`config.mk`:
```
export PLATFORM = sky130hd
export DESIGN_NAME = mem_stage
export DESIGN_NICKNAME = d
export VERILOG_FILES = /design/src/rtl/mem_stage.sv
export SDC_FILE = /design/constraint.sdc
export NUM_CORES = 1
export LEC_CHECK = 0
export BUFFER_PORTS_ARGS = -buffer_cell sky130_fd_sc_hd__buf_2
export CAP_MARGIN = 20
export CORE_AREA = 2 2 143 145
export CTS_BUF_LIST = sky130_fd_sc_hd__clkbuf_4 sky130_fd_sc_hd__clkbuf_8 sky130_fd_sc_hd__clkbuf_16
export CTS_CLUSTER_DIAMETER = 200
export DETAILED_ROUTE_END_ITERATION = 10
export DIE_AREA = 0 0 145 147
export HOLD_SLACK_MARGIN = 0.08
export PLACE_DENSITY_LB_ADDON = 0.1
export SLEW_MARGIN = 40
export SYNTH_ARGS = -nofsm -noshare
export SYNTH_HDL_FRONTEND = slang
export SYNTH_SLANG_ARGS = --single-unit
```
`constraint.sdc`:
```
create_clock -name clk -period 2 [get_ports clk]
set_input_delay 0.1 -clock clk [delete_from_list [all_inputs] [get_ports clk]]
set_output_delay 0.1 -clock clk [all_outputs]
set_load 0.005 [all_outputs]
```
`src/rtl/mem_stage.sv`:
```
// ============================================================================
// Module   : mem_stage
// Brief    : Memory-access pipeline stage: one data-SRAM request per
//            instruction, load alignment/extension, flush-safe response drain.
//            Optional macro MEM_ALE_CHECK_EN enables misaligned-access faults.
// Revision : 1.0
// ============================================================================
`default_nettype none

module mem_stage #(
  parameter int EXCP_W  = 16,
  parameter int ALE_BIT = 9
) (
  input  logic              clk,
  input  logic              rst,
  input  logic              flush_sign,
  input  logic              es_to_ms_valid,
  output logic              ms_allowin,
  output logic              ms_to_ws_valid,
  input  logic              ws_allowin,
  input  logic [31:0]       es_alu_result,
  input  logic [31:0]       es_rkd_value,
  input  logic [9:0]        es_mem_op,
  input  logic              es_gr_we,
  input  logic [4:0]        es_dest,
  input  logic [31:0]       es_pc,
  input  logic              es_excp,
  input  logic [EXCP_W-1:0] es_excp_num,
  output logic              data_sram_req,
  output logic              data_sram_wr,
  output logic [1:0]        data_sram_size,
  output logic [3:0]        data_sram_wstrb,
  output logic [31:0]       data_sram_addr,
  output logic [31:0]       data_sram_wdata,
  input  logic              data_sram_addr_ok,
  input  logic              data_sram_data_ok,
  input  logic [31:0]       data_sram_rdata,
  output logic [31:0]       ms_final_result,
  output logic              ms_gr_we,
  output logic [4:0]        ms_dest,
  output logic [31:0]       ms_pc,
  output logic              ms_excp,
  output logic [EXCP_W-1:0] ms_excp_num,
  output logic [38:0]       ms_bypass,
  output logic              ms_bypass_ready,
  output logic              ms_excp_up
);

  localparam logic [2:0] S_IDLE  = 3'd0;
  localparam logic [2:0] S_REQ   = 3'd1;
  localparam logic [2:0] S_WAIT  = 3'd2;
  localparam logic [2:0] S_DONE  = 3'd3;
  localparam logic [2:0] S_DRAIN = 3'd4;

  logic [2:0]        state_q, state_d;
  logic              ms_valid_q, ms_valid_d;
  logic [31:0]       addr_q, rkd_q, pc_q, rdata_q;
  logic [7:0]        op_q;
  logic              gr_we_q, excp_q;
  logic [4:0]        dest_q;
  logic [EXCP_W-1:0] excp_num_q;

  logic              ms_ready_go, req_raw, latch, ale, excp_in, need_mem;
  logic [EXCP_W-1:0] ale_vec, excp_num_in;
  logic              is_load_q, is_store_q, is_byte_q, is_half_q, is_word_q;
  logic [31:0]       rdata_sh, load_val;
  logic              unused_bits;

  assign unused_bits = ^es_mem_op[9:8];

`ifdef MEM_ALE_CHECK_EN
  // An older exception takes priority over the alignment fault.
  assign ale = !es_excp &&
               (((es_mem_op[2] | es_mem_op[3] | es_mem_op[6]) && es_alu_result[0]) ||
                ((es_mem_op[4] | es_mem_op[7]) && (es_alu_result[1:0] != 2'b00)));
`else
  assign ale = 1'b0;
`endif

  always_comb begin
    ale_vec          = '0;
    ale_vec[ALE_BIT] = ale;
  end

  assign excp_in     = es_excp | ale;
  assign excp_num_in = es_excp_num | ale_vec;
  assign need_mem    = (|es_mem_op[7:0]) && !excp_in;
  assign latch       = es_to_ms_valid && ms_allowin && !flush_sign;

  assign is_load_q  = |op_q[4:0];
  assign is_store_q = |op_q[7:5];
  assign is_byte_q  = op_q[0] | op_q[1] | op_q[5];
  assign is_half_q  = op_q[2] | op_q[3] | op_q[6];
  assign is_word_q  = op_q[4] | op_q[7];

  // State register
  always_ff @(posedge clk) begin
    if (rst) begin
      state_q    <= S_IDLE;
      ms_valid_q <= 1'b0;
    end else begin
      state_q    <= state_d;
      ms_valid_q <= ms_valid_d;
    end
  end

  // Next-state logic
  always_comb begin
    state_d = state_q;
    case (state_q)
      S_IDLE: begin
        if (latch) state_d = need_mem ? S_REQ : S_IDLE;
      end
      S_REQ: begin
        // A flush coinciding with addr_ok still leaves a load response in flight.
        if (flush_sign)             state_d = (data_sram_addr_ok && is_load_q) ? S_DRAIN : S_IDLE;
        else if (data_sram_addr_ok) state_d = is_load_q ? S_WAIT : S_DONE;
      end
      S_WAIT: begin
        if (data_sram_data_ok) state_d = flush_sign ? S_IDLE : S_DONE;
        else if (flush_sign)   state_d = S_DRAIN;
      end
      S_DONE: begin
        if (flush_sign)      state_d = S_IDLE;
        else if (latch)      state_d = need_mem ? S_REQ : S_IDLE;
        else if (ws_allowin) state_d = S_IDLE;
      end
      S_DRAIN: begin
        if (data_sram_data_ok) state_d = S_IDLE;
      end
      default: state_d = S_IDLE;
    endcase
  end

  // Output logic
  always_comb begin
    ms_ready_go = (state_q == S_DONE) || ((state_q == S_IDLE) && ms_valid_q);
    req_raw     = (state_q == S_REQ);
    ms_allowin  = (state_q != S_DRAIN) && (!ms_valid_q || (ms_ready_go && ws_allowin));
  end

  always_comb begin
    ms_valid_d = ms_valid_q;
    if (flush_sign)      ms_valid_d = 1'b0;
    else if (ms_allowin) ms_valid_d = es_to_ms_valid;
  end

  always_ff @(posedge clk) begin
    if (rst || flush_sign) begin
      addr_q     <= '0;
      rkd_q      <= '0;
      op_q       <= '0;
      gr_we_q    <= 1'b0;
      dest_q     <= '0;
      pc_q       <= '0;
      excp_q     <= 1'b0;
      excp_num_q <= '0;
    end else if (latch) begin
      addr_q     <= es_alu_result;
      rkd_q      <= es_rkd_value;
      op_q       <= es_mem_op[7:0];
      gr_we_q    <= es_gr_we;
      dest_q     <= es_dest;
      pc_q       <= es_pc;
      excp_q     <= excp_in;
      excp_num_q <= excp_num_in;
    end
  end

  always_ff @(posedge clk) begin
    if (rst || flush_sign)                             rdata_q <= '0;
    else if ((state_q == S_WAIT) && data_sram_data_ok) rdata_q <= data_sram_rdata;
  end

  always_comb begin
    data_sram_size  = is_word_q ? 2'd2 : (is_half_q ? 2'd1 : 2'd0);
    data_sram_wstrb = 4'h0;
    data_sram_wdata = rkd_q;
    if (is_byte_q)      data_sram_wdata = {4{rkd_q[7:0]}};
    else if (is_half_q) data_sram_wdata = {2{rkd_q[15:0]}};
    if (is_store_q) begin
      if (is_byte_q)      data_sram_wstrb = 4'b0001 << addr_q[1:0];
      else if (is_half_q) data_sram_wstrb = addr_q[1] ? 4'b1100 : 4'b0011;
      else                data_sram_wstrb = 4'hF;
    end
  end

  always_comb begin
    rdata_sh = rdata_q >> {addr_q[1:0], 3'b000};
    load_val = rdata_sh;
    if (op_q[0])      load_val = {{24{rdata_sh[7]}}, rdata_sh[7:0]};
    else if (op_q[1]) load_val = {24'h0, rdata_sh[7:0]};
    else if (op_q[2]) load_val = {{16{rdata_sh[15]}}, rdata_sh[15:0]};
    else if (op_q[3]) load_val = {16'h0, rdata_sh[15:0]};
  end

  assign data_sram_req   = req_raw && !flush_sign && !excp_q;
  assign data_sram_wr    = is_store_q;
  assign data_sram_addr  = addr_q;
  assign ms_final_result = (is_load_q && !excp_q) ? load_val : addr_q;
  assign ms_to_ws_valid  = ms_valid_q && ms_ready_go && !flush_sign;
  assign ms_gr_we        = gr_we_q;
  assign ms_dest         = dest_q;
  assign ms_pc           = pc_q;
  assign ms_excp         = excp_q;
  assign ms_excp_num     = excp_num_q;
  assign ms_bypass       = {ms_valid_q, gr_we_q, dest_q, ms_final_result};
  assign ms_bypass_ready = ms_valid_q && ms_ready_go;
  assign ms_excp_up      = ms_valid_q && excp_q;

endmodule

`default_nettype wire

```
After elaboration in Yosys (flattened, before gate mapping)
Index checks and enable logic that the tools add are counted.
- register bits: 163
- bits of input ports: 168
- output and inout bits: 202
- logic and storage cells: 82
- equality and inequality tests: 10
- shifts and indexed selects: 2
- multiplexer cells: 27
- bitwise operators: 5
- reductions and logical operators: 27
- operators by type and width (cell ; number):
    32-bit two-way mux ; 7
    32-bit by 5-bit >> shifter with 32-bit output ; 1
    3-bit two-way mux ; 10
    4-bit two-way mux ; 4
    3-bit case mux with 5 select lines ; 1
    1-bit logical AND ; 14
    3-bit inequality test, second input constant ; 3
    8-bit OR reduction ; 1
    3-bit by 2-bit == test with 1-bit output, second input constant ; 2
    1-bit OR ; 5
    5-bit AND reduction ; 1
    5-bit OR reduction ; 1
    1-bit zero test ; 4
    2-bit two-way mux ; 2
    2-bit inequality test, second input constant ; 2
    4-bit inequality test, second input constant ; 1
    1-bit by 2-bit left shift with 4-bit output, first input constant ; 1
    3-bit by 1-bit == test with 1-bit output, second input constant ; 1
    3-bit == test, second input constant ; 1
    3-bit zero test ; 1
    1-bit logical OR ; 3
    1-bit two-way mux ; 3
    3-bit OR reduction ; 1
    2-bit OR reduction ; 1

Depth between registers and ports, before layout
Gate-level depths: netlist (run 1).
- word-level depth: 11
- depth in mapped cells: 8

Worst setup path after synthesis (run 1)
OpenSTA, ideal clock, no wires.
- path type: register to output
- start point: register addr_q[1], in the netlist data_sram_addr[1]
- end point: output ms_final_result[4]
- arrival: 1.529 ns
- required time: 1.900 ns
- setup slack: 0.371 ns
- cell stages (with the launch flop): 8
- path through: dfxtp_1 buf_2 buf_6 buf_2 a211oi_1 a21oi_1 mux2_1 buf_4
- word-level cells in the longest chain between the ends: 6
- RTL lines (item ; RTL line ; source):
    from (decl) ; 57 ; logic [31:0] addr_q, rkd_q, pc_q, rdata_q;
    from (signal assigned) ; 159 ; addr_q <= es_alu_result;
    32-bit by 5-bit >> shifter with 32-bit output * ; 189 ; rdata_sh = rdata_q >> {addr_q[1:0], 3'b000};
    32-bit two-way mux ; 194 ; else if (op_q[3]) load_val = {16'h0, rdata_sh[15:0]};
    32-bit two-way mux ; 193 ; else if (op_q[2]) load_val = {{16{rdata_sh[15]}}, rdata_sh[15:0]};
    32-bit two-way mux ; 192 ; else if (op_q[1]) load_val = {24'h0, rdata_sh[7:0]};
    32-bit two-way mux * ; 191 ; if (op_q[0]) load_val = {{24{rdata_sh[7]}}, rdata_sh[7:0]};
    32-bit two-way mux * ; 200 ; assign ms_final_result = (is_load_q && !excp_q) ? load_val : addr_q;
    to (decl) ; 38 ; output logic [31:0] ms_final_result,
Every way passes the cells marked *; elsewhere a longest branch is shown, timed or not.

Final worst setup path (run 1)
- start point: register addr_q[1], in the netlist data_sram_addr[1]
- end point: output ms_final_result[18]
Same word-level chain as after synthesis.

==> metrics.txt, run 1 <==
Routed WL=32410 microns; switching part of the total power=~28%; Hold WC Path Type=in2reg; Arr. time, crit path=slightly below 2 ns; Post-Syn Instances=1074; commonest non-fill, non-tap cell in the layout=buf_2; global-route wire length before repair=50740 microns; delay-heaviest family, CP=compound AO/OA/AOI/OAI gates; Pint=5945 uW; final setup fails=32; RR Startpoint=state_q[0]$_SDFFE_PP0P_; Design Area, Final=12680 sq um; crit-path cells=mux2i_4 -> buf_6 -> o211ai_4 -> buf_6 -> o211ai_1 -> a21oi_2 -> buf_2; drt first-iter violations=793; Clk pwr share=39.3%; reg2reg setup slack=0.21 ns; Crit path depth=7; Mapped Area=8304 sq um; vias in the first global route=9249; clock tree from TritonCTS=done; Most common cell on crit path=buf_6; grt ovf=0; clk buf depth=2; Final Hold Vio Count=0; Seq pwr share=between 40% and 50%; Netlist cell types=55; Root Driver=clkbuf_16; leak pwr=0.005613 uW; Max Cap Viol=0; Total Routing Usage GR=between 20 and 30%; drt drc=0; number of synthesized flops with an enable pin=0; top_reg_cell synth=dfxtp_1; R2R cell count=6; Net Sw Power=2350 uW; placed cell area=9973 sq um; chip height=147 microns; Comb power frac=19.8%; end of the worst hold path=state_q[0]$_SDFFE_PP0P_; Slew HR=between 60% and 70%; Row Count=52; CP max stage delay=0.38 ns; DRT Pass-1 Iters=5; sequential cell area fraction in the yosys report=39.29%; Synth Net Count=1242; DIE AREA=21320 sq um; # nets final=roughly 1700; vias per cell=5.327; Critical Path Source Type=flop; crit path kind=reg2out; status=complete, but fails checks; Clock Skew=0.01138 ns; initial antenna violation count=1; Cell Pwr Density=654.2 nW/um^2; share of flip-flops with an asynchronous set or reset=0%; IO Port Bufs=around 370; Layout area overhead=52.69%; CP Buf/Inv Count=3; layout cells sized above 1=approximately 34%; flops & latches, synth=163; worst r2r dst=ms_pc[21]$_SDFFE_PP0P_; Hold Startpoint=flush_sign; Worst VDD drop=0.5763 mV; Synth area leader=dfxtp_1; critical-path maximum fanout=8; Post-Syn Area per Cell=~7.7 sq um; Synth area leaders=dfxtp_1 (39%), a21oi_1 (12%), nand3_1 (7.5%), o21ai_0 (6.6%), buf_4 (5.1%); H-Tree Depth=4; Starting Density=41.85%; DRT antenna net count=0; Syn. warnings=0; endpoint class of the critical path=primary output; Worst Hold Depth=4; Clock Pin Slew Worst Setup and Hold Paths=0.07 ns; crit share post-route=104.6%; Setup WS post-layout=-0.09112 ns; most frequent cells in the layout=buf_2 (367), a21oi_1 (176), dlygate4sd3_1 (164), dfxtp_1 (160), nand3_1 (121); Synth top area share=39.29%; Worst Hold Slack=between 0.1 and 0.15 ns; DP HPWL=20560 microns; Crit path required time=1.90 ns; Top Ports=370; Final Wtd Congestion=0.8981; failing checks=negative setup slack; Die X=145 microns; TritonCTS Buffers=17; via count=9599; final worst path period need=2.091 ns; WL per Instance=approximately 18 microns; Core Box Area=19840 sq um; Peak Freq=~480 MHz; Worst path slowest cell=dfxtp_4; largest net degree at the start of global routing=78; clock sinks=approximately 160; worst-margin pin slew=0.4693 ns; Slew Viols, Final=0; worst skew pair latency=between 0.4 and 0.5 ns; setup repair after global routing missed its margin=true
tightest hold or removal path, delay by kind of cell:
| family | cells | cell delay (ns) |
|---|---|---|
| AOI/OAI and AO/OA | 1 | 0.04 |
| and+or+nand+nor | 2 | 0.21 |
| buffers and inverters | 1 | 0.16 |
registers in the layout, summed over array words and instances, names as in the netlist:
signal          flops
data_sram_addr     32
rkd_q              32
ms_valid_q          1
ms_pc              32
rdata_q            32
ms_excp             1
ms_dest             5
ms_gr_we            1
state_q             3
op_q                8
ms_excp_num        16
how the worst max path moves through the flow:
stage / startpoint / endpoint / slack (ns)
5_1_grt: data_sram_addr[1]$_SDFFE_PP0P_ / ms_bypass[18] / -0.19
3_5_place_dp: data_sram_addr[1]$_SDFFE_PP0P_ / ms_bypass[14] / 0.10
6_report: data_sram_addr[1]$_SDFFE_PP0P_ / ms_final_result[18] / -0.09
3_3_place_gp: data_sram_addr[1]$_SDFFE_PP0P_ / ms_bypass[14] / -0.15
4_1_cts: data_sram_addr[1]$_SDFFE_PP0P_ / ms_bypass[16] / -0.12
2_1_floorplan: data_sram_addr[1]$_SDFFE_PP0P_ / ms_final_result[4] / 0.37
stage by stage:
| stage | cells | utilization, % | TNS, ns | total power (uW) | worst slack [ns] |
|---|---|---|---|---|---|
| after floorplan | 1074 | - | 0 | 4209 | 0.3707 |
| after global placement | 1588 | 50.22 | -2.481 | 4698 | -0.1529 |
| after detailed placement | 1588 | 50.26 | 0 | 4703 | 0.1042 |
| after CTS | 1796 | 63.27 | -1.460 | 8308 | -0.1183 |
| after global routing | 1802 | 63.90 | -5.799 | 8632 | -0.1872 |
| final | 1802 | 63.90 | -1.712 | 8295 | -0.09112 |
timing repair:
item / 4_1_cts / 5_1_grt
cloned: 5 / 0
setup buffers: 7 / 5
hold buffers: 164 / 0
setup endpoints to repair: 84 / 71
pin swaps: 19 / 14
endpoints found under the hold margin: 163 / 0
resized for setup: 44 / 18
synth_stat cells (4+ instances only):
master     count
mux2_2         5
mux2_1         9
nand3_1      125
buf_2         55
nand3_2       10
nor2b_1        8
a31oi_1        4
nor2_1        45
nor3_1         7
a211oi_1       6
o21ai_1       31
buf_4         56
buf_6          8
a21oi_1      194
o2bb2ai_1      7
dfxtp_1      163
o211ai_1       8
o21ai_0      109
clkbuf_1      35
nand2_1      107
or2_2          4
a21o_1         8
mux2i_1       26
inv_1          5
cell families (layout without fill, tap and decap cells):
family | Yosys count | in the layout | share of synthesized area (%)
simple gates | 325 | 325 | 18.77
mux | 40 | 40 | 5.032
flops | 163 | 163 | 39.29
buf+inv | 162 | 618 | 11.69
xor+xnor | 1 | 1 | 0.1055
other cells | 0 | 1 | 0
compound gates | 383 | 384 | 25.10
layout make-up:
type	instances	area (sq um)
Timing Repair Buffer	581	4151
Fill cell	1773	7164
Clock inverter	14	140.1
Tap cell	270	337.8
Inverter	5	18.77
Sequential cell	163	3274
Multi-Input combinational cell	750	4315
Antenna cell	1	2.502
Clock buffer	18	439.2
power groups by stage:
stage	Combinational, uW	Sequential (uW)	Clock (uW)
floorplan	752	3460	0
global placement	1230	3460	0
detailed placement	1240	3470	0
CTS	1590	3390	3320
global route	1780	3400	3450
finish	1650	3390	3260
routing by layer:
metal	track usage [%]	vias up	part of all wire, %
met5	0	-	0
met3	6.056	44	6.9
li1	-	4622	-
met4	9.356	0	2.0
met1	38.13	4534	42
met2	49.19	399	49
Note: power is estimated with default switching activity, not from simulation.
==> inputs of run 2 (changes only) <==
- HOLD_SLACK_MARGIN: 0.08 -> 0.02
- clock period: 2 -> 2.3 ns (I/O delays scaled with it)
==> run 2 against run 1 <==
The run now ends clean. Via count down 1.3%. Sequential share of layout area rose by 0.79 points. Global-route usage decreased by 0.91 points. Hold slack got worse by 0.097 ns. Largest cell class unchanged. Critical endpoint is now ms_final_result[23]. Count of clock-buffer cells in the layout is 1 lower. Core utilization down 2.0 points. Register-to-register slack improved by 0.18 ns. Cell area fell by 3.2%. Cell count decreased by 1.3%.
==> metrics.txt, run 2 (synthesis results as in run 1) <==
DIE AREA=21320 sq um; R2R cell count=5; Slew Viols, Final=0; Row Count=52; Antenna diodes=0; Worst path slowest cell=dfxtp_1; worst-margin pin slew=0.6632 ns; clock tree from TritonCTS=done; final setup fails=0; Worst Hold Slack=0.03554 ns; Comb power frac=18.2%; IO Port Bufs=about 370; Starting Density=41.85%; Clk pwr share=41.4%; clock sinks=163; Core Box Area=19840 sq um; reg2reg setup slack=0.39 ns; most frequent cells in the layout=buf_2 (367), a21oi_1 (192), dlygate4sd3_1 (162), dfxtp_1 (161), nand3_1 (125); final worst path period need=2.237 ns; Final Hold Vio Count=0; CP Buf/Inv Count=2; Total Routing Usage GR=between 20% and 30%; Die X=approximately 150 microns; CP Launch Point=data_sram_addr[1]$_SDFFE_PP0P_; leak pwr=0.005459 uW; setup repair after global routing missed its margin=true; Routed WL=31700 microns; Pint=5295 uW; Final Wtd Congestion=0.8791; vias in the first global route=8999; chip height=about 150 microns; Inst Count DP=roughly 1600; TritonCTS Buffers=17; Cell Pwr Density=596.5 nW/um^2; grt ovf=0; DRT antenna net count=0; layout cells sized above 1=between 30% and 40%; switching part of the total power=27.71%; initial antenna violation count=0; post-layout util=roughly three fifths; Crit path required time=between 2 and 2.5 ns; largest net degree at the start of global routing=73; worst r2r dst=ms_pc[15]$_SDFFE_PP0P_; drt drc=0; setup TNS=0 ns; WL per Instance=17.83 microns; via count=9478; Clock Pin Slew Worst Setup and Hold Paths=~0.07 ns; Arr. time, crit path=2.12 ns; Peak Freq=between 400 and 500 MHz; Net Sw Power=2029 uW; Worst VDD drop=a little under 0.5 mV; Layout area overhead=47.85%; vias per cell=5.331; crit path kind=reg2out; commonest non-fill, non-tap cell in the layout=buf_2; Critical Path Source Type=flop; CP max stage delay=0.42 ns; worst skew pair latency=0.44 ns; Hold WC Path Type=in2reg; Critical Path End=ms_final_result[23]; Clock Skew=0.008959 ns; # nets final=1664; DRT Pass-1 Iters=5; drt first-iter violations=approximately 630; crit-path cells=buf_6 -> nand3b_1 -> o211ai_2 -> o211ai_1 -> a21oi_1 -> buf_2; status=completed; clk buf depth=2; fill count=1784; H-Tree Depth=4; Root Driver=clkbuf_16; Top Ports=370; total power=7324 uW; Max Cap Viol=0; delay-heaviest family, CP=compound AO/OA/AOI/OAI gates; DP HPWL=20530 microns; Hold Startpoint=es_to_ms_valid; critical-path maximum fanout=25; global-route wire length before repair=~49000 microns; endpoint class of the critical path=primary output; Slew HR=55.78%; Crit path depth=6; post-route insts no fill=1778; RR Startpoint=state_q[1]$_SDFFE_PP0P_; crit share post-route=97.24%; Seq pwr share=40.4%
-- run 2: cell count changes in the layout (fill, tap and decap cells not counted), moves of 4 or more --
cell / before / now
buf_6: 6 / 1
nand3_2: 14 / 10
a21oi_1: 176 / 192
nand3_1: 121 / 125
buf_4: 25 / 13
a21oi_2: 19 / 3
-- run 2: per-layer routing --
metal / wire length, microns / up-vias / GRT usage (%) / part of all wire (%)
li1: - / 4586 / - / -
met1: 13290 / 4426 / 35.62 / 42
met2: 15590 / 409 / 48.76 / 49
met3: 2045 / 57 / 6.056 / 6.5
met4: 781 / 0 / 9.802 / 2.5
met5: 0 / - / 0 / 0
-- run 2: layout make-up --
| type | count | area, sq um | area share (%) |
|---|---|---|---|
| Multi-Input combinational cell | 751 | 4180 | 34.05 |
| Clock buffer | 17 | 425.4 | 3.465 |
| Timing Repair Buffer | 558 | 3862 | 31.46 |
| Inverter | 5 | 18.77 | 0.1529 |
| Clock inverter | 14 | 185.2 | 1.508 |
| Tap cell | 270 | 337.8 | 2.751 |
| Sequential cell | 163 | 3268 | 26.62 |
-- run 2: tightest hold or removal path: cells and delay by family --
| kind | cells | cell delay [ns] |
|---|---|---|
| buf+inv | 2 | 0.23 |
| compound gates | 1 | 0.08 |
-- run 2: metrics by stage --
stage / worst slack [ns] / instance area [sq um]
detailed placement: 0.3532 / 9928
floorplan: 0.6557 / 8304
global placement: 0.1134 / 9921
finish: 0.06349 / 12280
global route: -0.04267 / 12280
CTS: 0.005143 / 12200
-- run 2: power by group through the flow --
stage	Sequential [uW]	Clock (uW)	Combinational, uW
2_1_floorplan	3010	0	654
3_3_place_gp	3010	0	1070
3_5_place_dp	3020	0	1070
4_1_cts	2950	3070	1300
5_1_grt	2960	3200	1440
6_report	2960	3030	1340
-- run 2: how the worst min path moves through the flow --
stage	to	slack, ns	cells past startpoint
2_1_floorplan	state_q[1]$_SDFFE_PP0P_	0.19	1
3_3_place_gp	state_q[1]$_SDFFE_PP0P_	0.35	2
3_5_place_dp	state_q[1]$_SDFFE_PP0P_	0.35	2
4_1_cts	ms_valid_q$_SDFFE_PP0N_	0.02	3
5_1_grt	ms_valid_q$_SDFFE_PP0N_	0.04	3
6_report	ms_valid_q$_SDFFE_PP0N_	0.04	3
-- run 2: repair_timing --
item                                   in CTS  in global routing
gates resized for setup                     7                 11
setup buffers                               0                  1
setup endpoints to repair                  54                 40
hold buffers                              162                  0
cloned                                      1                  1
pin swaps                                   1                  4
endpoints found under the hold margin     162                  0
